`src/rtl/fetch_pkg.sv`:
```
// Shared types and constants for the instruction fetch stage.
// The exception vector is only referenced when FETCH_ALIGN_CHECK_EN is defined.
package fetch_pkg;

    localparam logic [31:0] RESET_PC_DEFAULT = 32'h0040_0000;
    localparam logic [31:0] EXC_VECTOR       = 32'h8000_0180;

    typedef enum logic [1:0] {
        BOOT,
        RUN,
        HALTED
    } fetch_state_t;

    typedef struct packed {
        logic [31:0] instr;
        logic [31:0] pc;
    } fetch_entry_t;

endpackage

```
`src/rtl/fetch_queue.sv`:
```
// Small synchronous FIFO between fetch and decode.
// Flush clears pointers and count and overrides any push or pop in the same cycle.
module fetch_queue #(
    parameter int DEPTH  = 2,
    parameter int PTR_W  = $clog2(DEPTH),
    parameter int DATA_W = 64
) (
    input  logic              clk,
    input  logic              rst_n,
    input  logic              push,
    input  logic [DATA_W-1:0] push_data,
    input  logic              pop,
    input  logic              flush,
    output logic [DATA_W-1:0] head_data,
    output logic [PTR_W:0]    count,
    output logic              empty
);

    localparam logic [PTR_W:0] DEPTH_CNT = (PTR_W+1)'(DEPTH);

    logic [DATA_W-1:0] mem_reg [DEPTH];
    logic [PTR_W-1:0]  wr_ptr_reg;
    logic [PTR_W-1:0]  rd_ptr_reg;
    logic [PTR_W:0]    count_reg;
    logic              do_push;
    logic              do_pop;

    assign empty   = (count_reg == '0);
    assign count   = count_reg;
    assign do_pop  = pop && !empty && !flush;
    assign do_push = push && !flush && ((count_reg != DEPTH_CNT) || do_pop);

    // Head reads zero while empty so decode never sees stale data.
    assign head_data = empty ? '0 : mem_reg[rd_ptr_reg];

    always_ff @(posedge clk) begin
        if (do_push) begin
            mem_reg[wr_ptr_reg] <= push_data;
        end
    end

    always_ff @(posedge clk or negedge rst_n) begin
        if (!rst_n) begin
            wr_ptr_reg <= '0;
            rd_ptr_reg <= '0;
            count_reg  <= '0;
        end else if (flush) begin
            wr_ptr_reg <= '0;
            rd_ptr_reg <= '0;
            count_reg  <= '0;
        end else begin
            if (do_push) begin
                wr_ptr_reg <= wr_ptr_reg + PTR_W'(1);
            end
            if (do_pop) begin
                rd_ptr_reg <= rd_ptr_reg + PTR_W'(1);
            end
            if (do_push && !do_pop) begin
                count_reg <= count_reg + (PTR_W+1)'(1);
            end else if (!do_push && do_pop) begin
                count_reg <= count_reg - (PTR_W+1)'(1);
            end
        end
    end

endmodule

```
`src/rtl/fetch_unit.sv`:
```
// Instruction fetch: PC, BOOT/RUN/HALTED control and the fetch queue to decode.
// Define FETCH_ALIGN_CHECK_EN to trap misaligned or null redirect targets (adds fetch_exc).
module fetch_unit
    import fetch_pkg::*;
#(
    parameter logic [31:0] RESET_PC   = RESET_PC_DEFAULT,
    parameter int          FIFO_DEPTH = 2,
    parameter int          PTR_W      = $clog2(FIFO_DEPTH)
) (
    input  logic        clk,
    input  logic        rst_n,
    output logic [31:0] imem_addr,
    input  logic [31:0] imem_instr,
    input  logic        redirect_valid,
    input  logic [31:0] redirect_pc,
    input  logic        halt_req,
    input  logic        id_ready,
    output logic        id_valid,
    output logic [31:0] id_instr,
    output logic [31:0] id_pc,
    output logic [31:0] id_pc_plus4,
    output logic        halted
`ifdef FETCH_ALIGN_CHECK_EN
    ,
    output logic        fetch_exc
`endif
);

    localparam logic [PTR_W:0] DEPTH_CNT = (PTR_W+1)'(FIFO_DEPTH);

    fetch_state_t   state_reg;
    fetch_state_t   state_next;
    logic [31:0]    pc_reg;
    logic [31:0]    pc_next;
    logic [31:0]    redirect_target;
    logic           push;
    logic           pop;
    logic           flush;
    logic [PTR_W:0] q_count;
    logic           q_empty;
    fetch_entry_t   push_entry;
    fetch_entry_t   head_entry;

`ifdef FETCH_ALIGN_CHECK_EN
    logic exc_hit;
    logic fetch_exc_reg;

    assign exc_hit         = (redirect_pc[1:0] != 2'b00) || (redirect_pc == 32'h0);
    assign redirect_target = exc_hit ? EXC_VECTOR : redirect_pc;
    assign fetch_exc       = fetch_exc_reg;

    always_ff @(posedge clk or negedge rst_n) begin
        if (!rst_n) begin
            fetch_exc_reg <= 1'b0;
        end else begin
            fetch_exc_reg <= flush && exc_hit;
        end
    end
`else
    assign redirect_target = redirect_pc;
`endif

    assign imem_addr = pc_reg;
    assign halted    = (state_reg == HALTED);
    assign id_valid  = !q_empty;
    assign pop       = id_valid && id_ready;

    assign push_entry.instr = imem_instr;
    assign push_entry.pc    = pc_reg;

    assign id_instr    = head_entry.instr;
    assign id_pc       = head_entry.pc;
    assign id_pc_plus4 = q_empty ? 32'h0 : head_entry.pc + 32'd4;

    always_comb begin
        state_next = state_reg;
        push       = 1'b0;
        flush      = redirect_valid && (state_reg != HALTED);
        case (state_reg)
            // BOOT never pushes: the memory's first read after reset is discarded.
            BOOT: state_next = RUN;
            RUN: begin
                push = ((q_count < DEPTH_CNT) || pop) && !redirect_valid && !halt_req;
                if (halt_req) begin
                    state_next = HALTED;
                end
            end
            default: ;
        endcase
        pc_next = pc_reg;
        if (flush) begin
            pc_next = redirect_target;
        end else if (push) begin
            pc_next = pc_reg + 32'd4;
        end
    end

    always_ff @(posedge clk or negedge rst_n) begin
        if (!rst_n) begin
            state_reg <= BOOT;
            pc_reg    <= RESET_PC;
        end else begin
            state_reg <= state_next;
            pc_reg    <= pc_next;
        end
    end

    fetch_queue #(
        .DEPTH  (FIFO_DEPTH),
        .PTR_W  (PTR_W),
        .DATA_W (64)
    ) u_queue (
        .clk       (clk),
        .rst_n     (rst_n),
        .push      (push),
        .push_data (push_entry),
        .pop       (pop),
        .flush     (flush),
        .head_data (head_entry),
        .count     (q_count),
        .empty     (q_empty)
    );

endmodule

```
`config.mk`:
```
export PLATFORM = sky130hd
export DESIGN_NAME = fetch_unit
export DESIGN_NICKNAME = d
export VERILOG_FILES = /design/src/rtl/fetch_pkg.sv /design/src/rtl/fetch_queue.sv /design/src/rtl/fetch_unit.sv
export SDC_FILE = /design/constraint.sdc
export NUM_CORES = 1
export LEC_CHECK = 0
export BUFFER_PORTS_ARGS = -buffer_cell sky130_fd_sc_hd__buf_2
export CAP_MARGIN = 20
export CORE_UTILIZATION = 59
export CTS_BUF_LIST = sky130_fd_sc_hd__clkbuf_4
export DETAILED_ROUTE_END_ITERATION = 8
export HOLD_SLACK_MARGIN = 0.08
export PLACE_DENSITY_LB_ADDON = 0.08
export REMOVE_ABC_BUFFERS = 1
export SETUP_SLACK_MARGIN = 0.2
export SYNTH_ARGS = -nofsm -noshare
export SYNTH_HDL_FRONTEND = slang
export SYNTH_SLANG_ARGS = --single-unit
```
`constraint.sdc`:
```
create_clock -name clk -period 9.86 [get_ports clk]
set_input_delay 1.479 -clock clk [delete_from_list [all_inputs] [get_ports clk]]
set_output_delay 1.479 -clock clk [all_outputs]
set_load 0.05 [all_outputs]
```
==> results of run 1 <==
[layout make-up]
type | instances | area (sq um)
clock buffer | 20 | 150
clock inverter | 12 | 151
multi-input combinational | 428 | 2730
fill | 953 | 3540
inverter | 6 | 22.5
timing repair buffer | 207 | 1060
tap | 172 | 215
sequential | 166 | 4800
[metal layers]
layer / global-route usage (%) / wire length [microns] / part of all wire, %
met5: 0 / 0 / 0
met4: 14.1 / 620 / 3.4
met3: 5.39 / 1250 / 6.8
met2: 47.0 / 9210 / 50
met1: 34.1 / 7400 / 40
[power by group through the flow]
| stage | registers [mW] | clock network [mW] | logic [mW] |
|---|---|---|---|
| 2_1_floorplan | 0.985 | 0 | 0.0614 |
| 3_3_place_gp | 0.884 | 0 | 0.248 |
| 3_5_place_dp | 0.889 | 0 | 0.252 |
| 4_1_cts | 0.874 | 0.420 | 0.253 |
| 5_1_grt | 0.883 | 0.444 | 0.267 |
| 6_report | 0.876 | 0.414 | 0.252 |
[cells in the final DEF (no fill, tap or decap), types with 5 or more instances in the layout]
| cell type | netlist | layout |
|---|---|---|
| a211oi_1 | 5 | 5 |
| and2_1 | 6 | 5 |
| buf_2 | 13 | 199 |
| buf_4 | 2 | 8 |
| clkbuf_4 | 0 | 20 |
| dfrtp_1 | 37 | 36 |
| edfxtp_1 | 128 | 128 |
| inv_1 | 6 | 6 |
| mux2_2 | 5 | 5 |
| mux2i_1 | 64 | 64 |
| nand2_1 | 53 | 53 |
| nand3_1 | 27 | 27 |
| nand3b_1 | 5 | 5 |
| nand4_1 | 27 | 27 |
| nor2_1 | 89 | 87 |
| nor3_1 | 7 | 7 |
| nor4_1 | 19 | 18 |
| o21ai_0 | 26 | 26 |
| xnor2_1 | 13 | 13 |
| xor2_1 | 31 | 31 |
[worst register-to-register path, cell delays in order (launching register included)]
cell and delay, ps:
dfrtp_1 420, or4b_1 660, nor2_1 140, buf_4 240
and2_2 510, buf_4 610
[worst max-delay path by stage]
stage	startpoint	end	slack, ps	depth (start not counted)
finish	u_queue.rd_ptr_reg	id_pc_plus4[29]	4490	7
global route	u_queue.rd_ptr_reg	id_pc_plus4[29]	4150	7
CTS	u_queue.rd_ptr_reg	id_pc_plus4[29]	4420	7
detailed placement	u_queue.rd_ptr_reg	id_pc_plus4[29]	5060	7
global placement	u_queue.rd_ptr_reg	id_pc_plus4[29]	5140	7
floorplan	u_queue.count[0]	id_pc_plus4[21]	2710	5
[cell usage after synthesis, types with 2 or more instances]
master    count  share of area (%)
inv_1         6               0.29
and2_1        6               0.49
nor2_1       89                4.4
mux2_2        5               0.73
nand4_1      27                2.2
buf_4         2               0.20
a21oi_1       4               0.26
buf_1         4               0.20
nor2b_1       4               0.33
or3_1         3               0.24
nand2b_1      2               0.16
buf_2        13               0.85
ha_1          2               0.33
nor4_1       19                1.5
nand3_1      27                1.8
or4_1         2               0.20
clkbuf_1     14               0.68
xor2_1       31                3.5
nand2_1      53                2.6
xnor2_1      13                1.5
a221o_1       2               0.26
edfxtp_1    128                 50
o311ai_0      4               0.46
a41oi_1       2               0.23
a21o_1        2               0.20
o211ai_1      4               0.39
o21ai_0      26                1.7
nand3b_1      5               0.49
a211oi_1      5               0.49
nor4b_1       3               0.34
a31oi_1       4               0.33
and3_1        2               0.16
mux2i_1      64                8.3
dfrtp_1      37                 12
nor3_1        7               0.46
[per-stage QoR]
stage	hold WS, ps	utilization [%]	setup WS, ps	power, mW	cell area, sq um
after detailed placement	500	69.6	5060	1.14	8810
after global placement	478	69.6	5140	1.13	8810
after floorplan	464	-	2710	1.05	7530
after global routing	540	72.0	4150	1.59	9130
after CTS	528	71.9	4420	1.55	9110
final	528	72.0	4490	1.54	9130
[kinds of logic (layout without fill, tap and decap cells)]
logic type                 after synthesis  count (layout)  synth area share, %
and+or+nand+nor                        255             255                 16.0
DFF                                    166             166                 62.5
adders and majority gates                2               2                0.326
buffers and inverters                   39             245                 2.22
AOI/OAI and AO/OA                       58              58                 4.84
xor gates and xnor gates                44              44                 5.02
muxes                                   69              69                 9.08
==> results.sh, run 1 <==
export IMPL_status="finished clean"
export IMPL_hold_viol_final=0
export IMPL_rsz0062_at_grt="no"
export IMPL_cpPeakStageDelay_ps=830
export IMPL_synthCells=633
export IMPL_path_clk_slew_ps=130
export IMPL_switchingPower_mw=0.491
export IMPL_cts_tree="yes"
export IMPL_fp_dieH_microns=116
export IMPL_cp_arrival_ps=3890
export IMPL_worst_pin_slew_ps=1120
export IMPL_row_count=41
export IMPL_clk_latency_ps=550
export IMPL_first_global_vias=5465
export IMPL_diodes=0
export IMPL_cts_hold_buffers=0
export IMPL_cts_repair_resized=0
export IMPL_die_width_microns=116
export IMPL_reg2reg_slack_ps=6880
export IMPL_port_buffers=198
export IMPL_drt_pass1_iter_count=5
export IMPL_grt_pass1_wl_microns=27600
export IMPL_power_share_combinational_pct=16.4
export IMPL_drc_errors=0
export IMPL_hold_start="imem_addr[1]"
export IMPL_synth_edff_count=128
export IMPL_cts_buffers_inserted=17
export IMPL_start_kind="register"
export IMPL_sw_frac_of_total_pct=31.8
export IMPL_vias_per_cell=5.87
export IMPL_skew_ps=9.96
export IMPL_layout_drive_gt1_share_pct=29.8
export IMPL_irDropWorstVdd_mv=0.150
export IMPL_final_cells=1011
export IMPL_hold_path_class="reg -> reg"
export IMPL_grt_ovfl_total=0
export IMPL_antenna_found_initial=0
export IMPL_slew_headroom_pct=24.8
export IMPL_detail_route_antenna_nets=0
export IMPL_fin_crit_sh_pct=54.5
export IMPL_avgSynthCellArea_sq_um=12.1
export IMPL_synth_cell_types=47
export IMPL_drt_total_wl_microns=18500
export IMPL_crit_path_end_kind="primary output"
export IMPL_crit_fanout=66
export IMPL_nets=897
export IMPL_crit_chain="buf_4 -> mux2i_1 -> a211oi_1 -> nand4_1 -> nor4_1 -> mux2_2 -> buf_2"
export IMPL_synth_main_ff_cell="edfxtp_1"
export IMPL_fin_crit_ps=5370
export IMPL_ys_warn_count=0
export IMPL_via_count=5933
export IMPL_post_cts_repair_setup_buffers=0
export IMPL_p_per_area_mw_per_mm2=169
export IMPL_fmax_ghz=0.186
export IMPL_initial_utilization_pct=60.6
export IMPL_r2r_cells=5
export IMPL_fp_coreArea_sq_mm=0.0127
export IMPL_async_reset_ff_share_pct=22.9
export IMPL_p_leak_nw=3.57
export IMPL_cp_top_family="buffers and inverters"
export IMPL_reg2reg_from="state_reg[1]"
export IMPL_critPathBufInv=2
export IMPL_synthesis_area_sq_mm=0.00767
export IMPL_grt_usage_pct=27.8
export IMPL_largest_reg_flops=128
export IMPL_wl_per_cell_microns=18.3
export IMPL_final_max_slew_viol_count=0
export IMPL_p_seq_share_pct=56.8
export IMPL_grt_max_degree=82
export IMPL_cts_root_buf="clkbuf_4"
export IMPL_dp_hpwl_microns=12900
export IMPL_clkPwrFrac_pct=26.8
export IMPL_tns_ps=0
export IMPL_hold_depth=0
export IMPL_setup_viol=0
export IMPL_clock_path_buffers=2
export IMPL_io_pins=199
export IMPL_areaGrowthSynthToFinish_pct=18.9
export IMPL_place_inst=977
export IMPL_htree_levels=4
export IMPL_p_int_mw=1.05
export IMPL_maxCapViolCount=0
export IMPL_worstPathRequired_ps=8380
export IMPL_drt_iter0_markers=591
export IMPL_rr_endpoint="u_queue.mem_reg[1][0]"
export IMPL_dieArea_sq_mm=0.0135
export IMPL_gp_congestion=0.838
export IMPL_yosysSeqAreaShare_pct=62.5
export IMPL_crit_path_top_delay_cell="buf_4"
export IMPL_crit_type="reg -> out"
export IMPL_min_to="u_queue.mem_reg[1][1]"
export IMPL_cts_sinks=166
export IMPL_ys_ff_latch=166
No activity file was read; power rests on OpenSTA's default activity.
==> run 2, diff against run 1 <==
ABC_AREA = 1   (was not set)
CORE_UTILIZATION = 56   (was 59)
clock period = 5.07 ns   (was 9.86 ns; I/O delays follow)
==> run 2 against run 1 <==
  * Synthesized cell count rose by 58%
  * The run now ends with DRC left
  * Flip-flop and latch count unchanged
  * Global-route usage decreased by 0.88 points
  * Critical endpoint is now id_pc_plus4[18]
  * Clock power up 91%
  * Largest power group is now combinational cells
==> results.sh, run 2 <==
export IMPL_status="finished with violations"
export IMPL_violations="DRC"
export IMPL_cpMostUsedCell="nand2_1"
export IMPL_p_leak_nw=4.77
export IMPL_fp_dieH_microns=125
export IMPL_fin_hold_ws_ps=299
export IMPL_dp_hpwl_microns=14400
export IMPL_p_per_area_mw_per_mm2=430
export IMPL_crit_chain="buf_4 -> nand2_1 -> nand2_1 -> nand2_1 -> inv_1 -> ha_1 -> nand3_1 -> nor2_2 -> nand2_1 -> nor2_1 -> xor2_1 -> buf_2"
export IMPL_synthXorXnorAreaFrac_pct=2.67
export IMPL_yosysSeqAreaShare_pct=56.2
export IMPL_crit_path_top_delay_cell="dfrtp_2"
export IMPL_synth_compound_area_share_pct=3.98
export IMPL_crit_fanout=38
export IMPL_clk_latency_ps=560
export IMPL_worst_pin_slew_ps=891
export IMPL_synth_cell_types=32
export IMPL_synthesis_area_sq_mm=0.00853
export IMPL_ys_warn_count=0
export IMPL_cts_hold_buffers=0
export IMPL_worstPathRequired_ps=4310
export IMPL_synth_most_common_cell="nand2_1"
export IMPL_slew_headroom_pct=40.6
export IMPL_synth_top_area_share_pct=45.1
export IMPL_grt_ovfl_total=0
export IMPL_ys_ff_latch=166
export IMPL_cpPeakStageDelay_ps=740
export IMPL_cp_arrival_ps=3570
export IMPL_clock_path_buffers=2
export IMPL_largest_reg_flops=128
export IMPL_htree_levels=4
export IMPL_synthTopCellsByCount="nand2_1, edfxtp_1, inv_1"
export IMPL_layout_drive_gt1_share_pct=23.5
export IMPL_drt_iter0_markers=594
export IMPL_fmax_ghz=0.231
export IMPL_final_common_cell="nand2_1"
export IMPL_critPathBufInv=3
export IMPL_synth_top_family_by_area="simple AND/OR/NAND/NOR gates"
export IMPL_initial_utilization_pct=58.0
export IMPL_ys_top_cells_by_area="edfxtp_1, nand2_1, dfrtp_1"
export IMPL_hold_path_class="in -> async"
export IMPL_final_cell_area_sq_mm=0.00994
export IMPL_fp_coreArea_sq_mm=0.0147
export IMPL_fin_crit_ps=4330
export IMPL_crit_path_end_kind="primary output"
export IMPL_row_count=44
export IMPL_detail_route_antenna_nets=0
export IMPL_drc_errors=16
export IMPL_areaGrowthSynthToFinish_pct=16.6
export IMPL_worst_slack_ps=741
export IMPL_fin_crit_sh_pct=85.4
export IMPL_drt_total_wl_microns=20000
export IMPL_io_pins=199
export IMPL_yosys_mux_area_fraction_pct=0
export IMPL_yosys_area_top_type="edfxtp_1"
export IMPL_post_cts_repair_setup_buffers=0
export IMPL_synth_edff_count=128
export IMPL_grt_pass1_wl_microns=32700
export IMPL_skew_ps=18.1
export IMPL_antenna_found_initial=1
export IMPL_crit_type="reg -> out"
export IMPL_cts_sinks=166
export IMPL_cp_top_family="simple AND/OR/NAND/NOR gates"
export IMPL_dieArea_sq_mm=0.0157
export IMPL_irDropWorstVdd_mv=0.278
export IMPL_avgSynthCellArea_sq_um=8.54
export IMPL_die_width_microns=125
export IMPL_setup_viol=0
export IMPL_cts_repair_resized=0
export IMPL_cts_tree="yes"
export IMPL_async_reset_ff_share_pct=22.9
export IMPL_gp_congestion=0.960
export IMPL_start_kind="register"
export IMPL_final_max_slew_viol_count=0
export IMPL_synth_main_ff_cell="edfxtp_1"
export IMPL_port_buffers=198
export IMPL_place_area_sq_mm=0.00964
export IMPL_grt_usage_pct=26.9
export IMPL_wl_per_cell_microns=14.4
export IMPL_nets=1261
export IMPL_rsz0062_at_grt="no"
export IMPL_synthAdderAreaFrac_pct=0.293
export IMPL_hold_viol_final=0
export IMPL_grt_max_degree=65
export IMPL_mostFrequentLayoutCells="nand2_1, buf_2, edfxtp_1"
export IMPL_maxCapViolCount=0
export IMPL_cts_root_buf="clkbuf_4"
export IMPL_finalPower_mw=4.27
export IMPL_first_global_vias=6544
export IMPL_path_clk_slew_ps=140
export IMPL_yosys_area_share_simple_pct=29.9
export IMPL_place_ws_ps=1340
export IMPL_vias_per_cell=5.13
export IMPL_via_count=7114
export IMPL_drt_pass1_iter_count=8
export IMPL_cts_buffers_inserted=17
export IMPL_synthCells=999
-- run 2: through the flow --
stage	util (%)	setup TNS (ps)	cells
after floorplan	-	-716	966
after global placement	65.6	0	1355
after detailed placement	65.6	0	1355
after CTS	67.6	0	1387
after global routing	67.6	0	1388
final	67.6	0	1388
-- run 2: worst reg2reg max path: stages (launching register included) --
cell,delay (ps)
dfrtp_1,430
nor2_1,140
inv_1,70
nand2_1,560
inv_1,630
o21ai_0,370
nand2_1,140
nand3_1,80
o21ai_0,100
-- run 2: logic make-up (layout without fill, tap and decap cells) --
group / after synthesis / count (layout)
adders and majority gates: 2 / 2
other: 0 / 1
and+or+nand+nor: 602 / 602
buffers and inverters: 139 / 343
DFF: 166 / 166
xor gates and xnor gates: 26 / 26
AOI/OAI and AO/OA: 64 / 64
-- run 2: power breakdown --
part | switching, mW | total (mW) | internal [mW]
clock network | 0.476 | 0.790 | 0.314
logic | 1.59 | 1.96 | 0.378
registers | 0.0480 | 1.52 | 1.47
-- run 2: final timing paths --
kind / to / depth (start not counted) / slack [ps] / start
min in group clk: u_queue.mem_reg[0][42] / 1 / 380 / imem_instr[10]
worst max register to register: u_queue.count[0] / 8 / 2440 / state_reg[0]
worst min register to register: state_reg[1] / 2 / 520 / state_reg[1]
max in group asynchronous: u_queue.rd_ptr_reg / 1 / 4140 / rst_n
worst min-delay path: imem_addr[21] / 1 / 300 / rst_n
worst max-delay path: id_pc_plus4[18] / 12 / 740 / u_queue.rd_ptr_reg
-- run 2: area by class of cell --
cell class,instances,area [sq um]
Antenna cell,1,2.50
Fill cell,1282,4760
Multi-Input combinational cell,694,3170
Tap cell,184,230
Clock buffer,18,135
Timing Repair Buffer,205,1040
Inverter,106,398
Sequential cell,166,4800
Clock inverter,14,168
-- run 2: per-layer routing --
metal  track usage (%)  vias up  wire [microns]
met5                 0        -               0
met4              10.3        0             362
met3              4.58       28            1160
met2              43.3      250            9640
met1              36.7     3242            8850
li1                  -     3594               -
==> run 3, diff against run 2 <==
CORE_ASPECT_RATIO = 1.2   (was not set)
==> run 3 against run 2 <==
  * The run now ends clean
  * Maximum frequency increased by 7.0%
  * Via count increased by 0.82%
  * Cell area increased by 0.21%
  * Non-clock buffer count unchanged
  * Critical path type unchanged
  * Largest power group unchanged
==> results.sh, run 3 (synthesis results as in run 2) <==
export IMPL_status="finished clean"
export IMPL_r2r_cells=8
export IMPL_grt_max_degree=65
export IMPL_final_max_slew_viol_count=0
export IMPL_crit_fanout=64
export IMPL_slew_headroom_pct=39.7
export IMPL_layout_drive_gt1_share_pct=23.6
export IMPL_vias_per_cell=5.09
export IMPL_rsz0062_at_grt="no"
export IMPL_post_cts_repair_setup_buffers=0
export IMPL_worst_slack_ps=1020
export IMPL_p_leak_nw=4.76
export IMPL_hold_path_class="in -> async"
export IMPL_row_count=49
export IMPL_largest_reg_flops=128
export IMPL_dieArea_sq_mm=0.0157
export IMPL_wl_per_cell_microns=14.5
export IMPL_drt_total_wl_microns=20400
export IMPL_mostFrequentLayoutCells="nand2_1, buf_2, edfxtp_1"
export IMPL_start_kind="register"
export IMPL_nets=1261
export IMPL_finalPower_mw=4.25
export IMPL_place_ws_ps=1630
export IMPL_skew_ps=18.5
export IMPL_cp_arrival_ps=3290
export IMPL_crit_path_end_kind="primary output"
export IMPL_p_per_area_mw_per_mm2=427
export IMPL_fmax_ghz=0.247
export IMPL_die_width_microns=115
export IMPL_cts_tree="yes"
export IMPL_grt_pass1_wl_microns=31500
export IMPL_first_global_vias=6318
export IMPL_htree_levels=4
export IMPL_clock_path_buffers=2
export IMPL_cts_buffers_inserted=17
export IMPL_dp_hpwl_microns=14600
export IMPL_worstPathRequired_ps=4310
export IMPL_tns_ps=0
export IMPL_io_pins=199
export IMPL_path_clk_slew_ps=140
export IMPL_drt_iter0_markers=466
export IMPL_areaGrowthSynthToFinish_pct=16.8
export IMPL_utilization_pct=66.6
export IMPL_cts_repair_resized=0
export IMPL_port_buffers=198
export IMPL_clk_latency_ps=550
export IMPL_fin_crit_ps=4050
export IMPL_fp_dieH_microns=137
export IMPL_crit_type="reg -> out"
export IMPL_grt_ovfl_total=0
export IMPL_cts_root_buf="clkbuf_4"
export IMPL_setup_viol=0
export IMPL_initial_utilization_pct=57.0
export IMPL_maxCapViolCount=0
export IMPL_final_common_cell="nand2_1"
export IMPL_fin_hold_ws_ps=334
export IMPL_worst_pin_slew_ps=904
export IMPL_cts_hold_buffers=0
export IMPL_irDropWorstVdd_mv=0.264
export IMPL_reg2reg_slack_ps=2460
export IMPL_gp_congestion=0.958
export IMPL_drt_pass1_iter_count=5
export IMPL_detail_route_antenna_nets=0
export IMPL_rr_endpoint="u_queue.count[0]"
export IMPL_reg2reg_from="state_reg[0]"
export IMPL_fp_coreArea_sq_mm=0.0150
export IMPL_grt_usage_pct=26.7
export IMPL_fin_crit_sh_pct=79.8
export IMPL_via_count=7172
export IMPL_antenna_found_initial=1
export IMPL_drc_errors=0
export IMPL_fill_cells=1342
export IMPL_hold_viol_final=0
export IMPL_cts_sinks=166
==> run 3: changes by cell type in the layout (fill, tap and decap cells not counted), sizes merged <==
cell	delta
inv	-4
clkbuf	+2
clkinvlp	+1
clkinv	+1
==> run 3: critical path: stages, from the launching register on <==
cell     delay, ps
dfrtp_2        390
buf_4          560
nand2_1        100
nand2_1        110
nand2_1        120
inv_1          120
ha_1           190
nand3_1        130
nor2_2         280
nand2_1        150
nor2_1         160
xor2_1         160
buf_2          280
==> run 3: layer usage <==
layer / global-route usage [%] / up-vias / part of all wire (%)
li1: - / 3597 / -
met1: 35.6 / 3286 / 44
met2: 44.3 / 261 / 49
met3: 4.97 / 28 / 5.5
met4: 8.80 / 0 / 1.6
met5: 0 / - / 0
==> run 3: area by class of cell <==
type	count	area, sq um	share of cell area [%]
flip-flops and latches	166	4800	48.2
clock buffers	20	150	1.51
multi-input cells	694	3170	31.8
diodes	1	2.50	0.0251
repair buffers	205	1040	10.5
inverters	106	398	3.99
well taps	204	255	2.56
clock inverters	12	149	1.49
==> run 3: power breakdown <==
group          switching (mW)  leakage, nW  internal, mW
clock network           0.466        0.157         0.319
registers              0.0134         1.67          1.47
logic                    1.61         2.93         0.379
==> run 3: worst max-delay path by stage <==
stage | from | endpoint | slack, ps
floorplan | u_queue.count[0] | id_pc_plus4[18] | -280
global placement | u_queue.rd_ptr_reg | id_pc_plus4[18] | 1670
detailed placement | u_queue.rd_ptr_reg | id_pc_plus4[18] | 1630
CTS | u_queue.rd_ptr_reg | id_pc_plus4[30] | 980
global route | u_queue.rd_ptr_reg | id_pc_plus4[18] | 660
finish | u_queue.rd_ptr_reg | id_pc_plus4[18] | 1020
==> run 3: through the flow <==
stage                     instance area (sq um)  std cells
final                                      9960       1408
after global routing                       9960       1408
after floorplan                            8340        966
after global placement                     9660       1375
after CTS                                  9960       1407
after detailed placement                   9660       1375
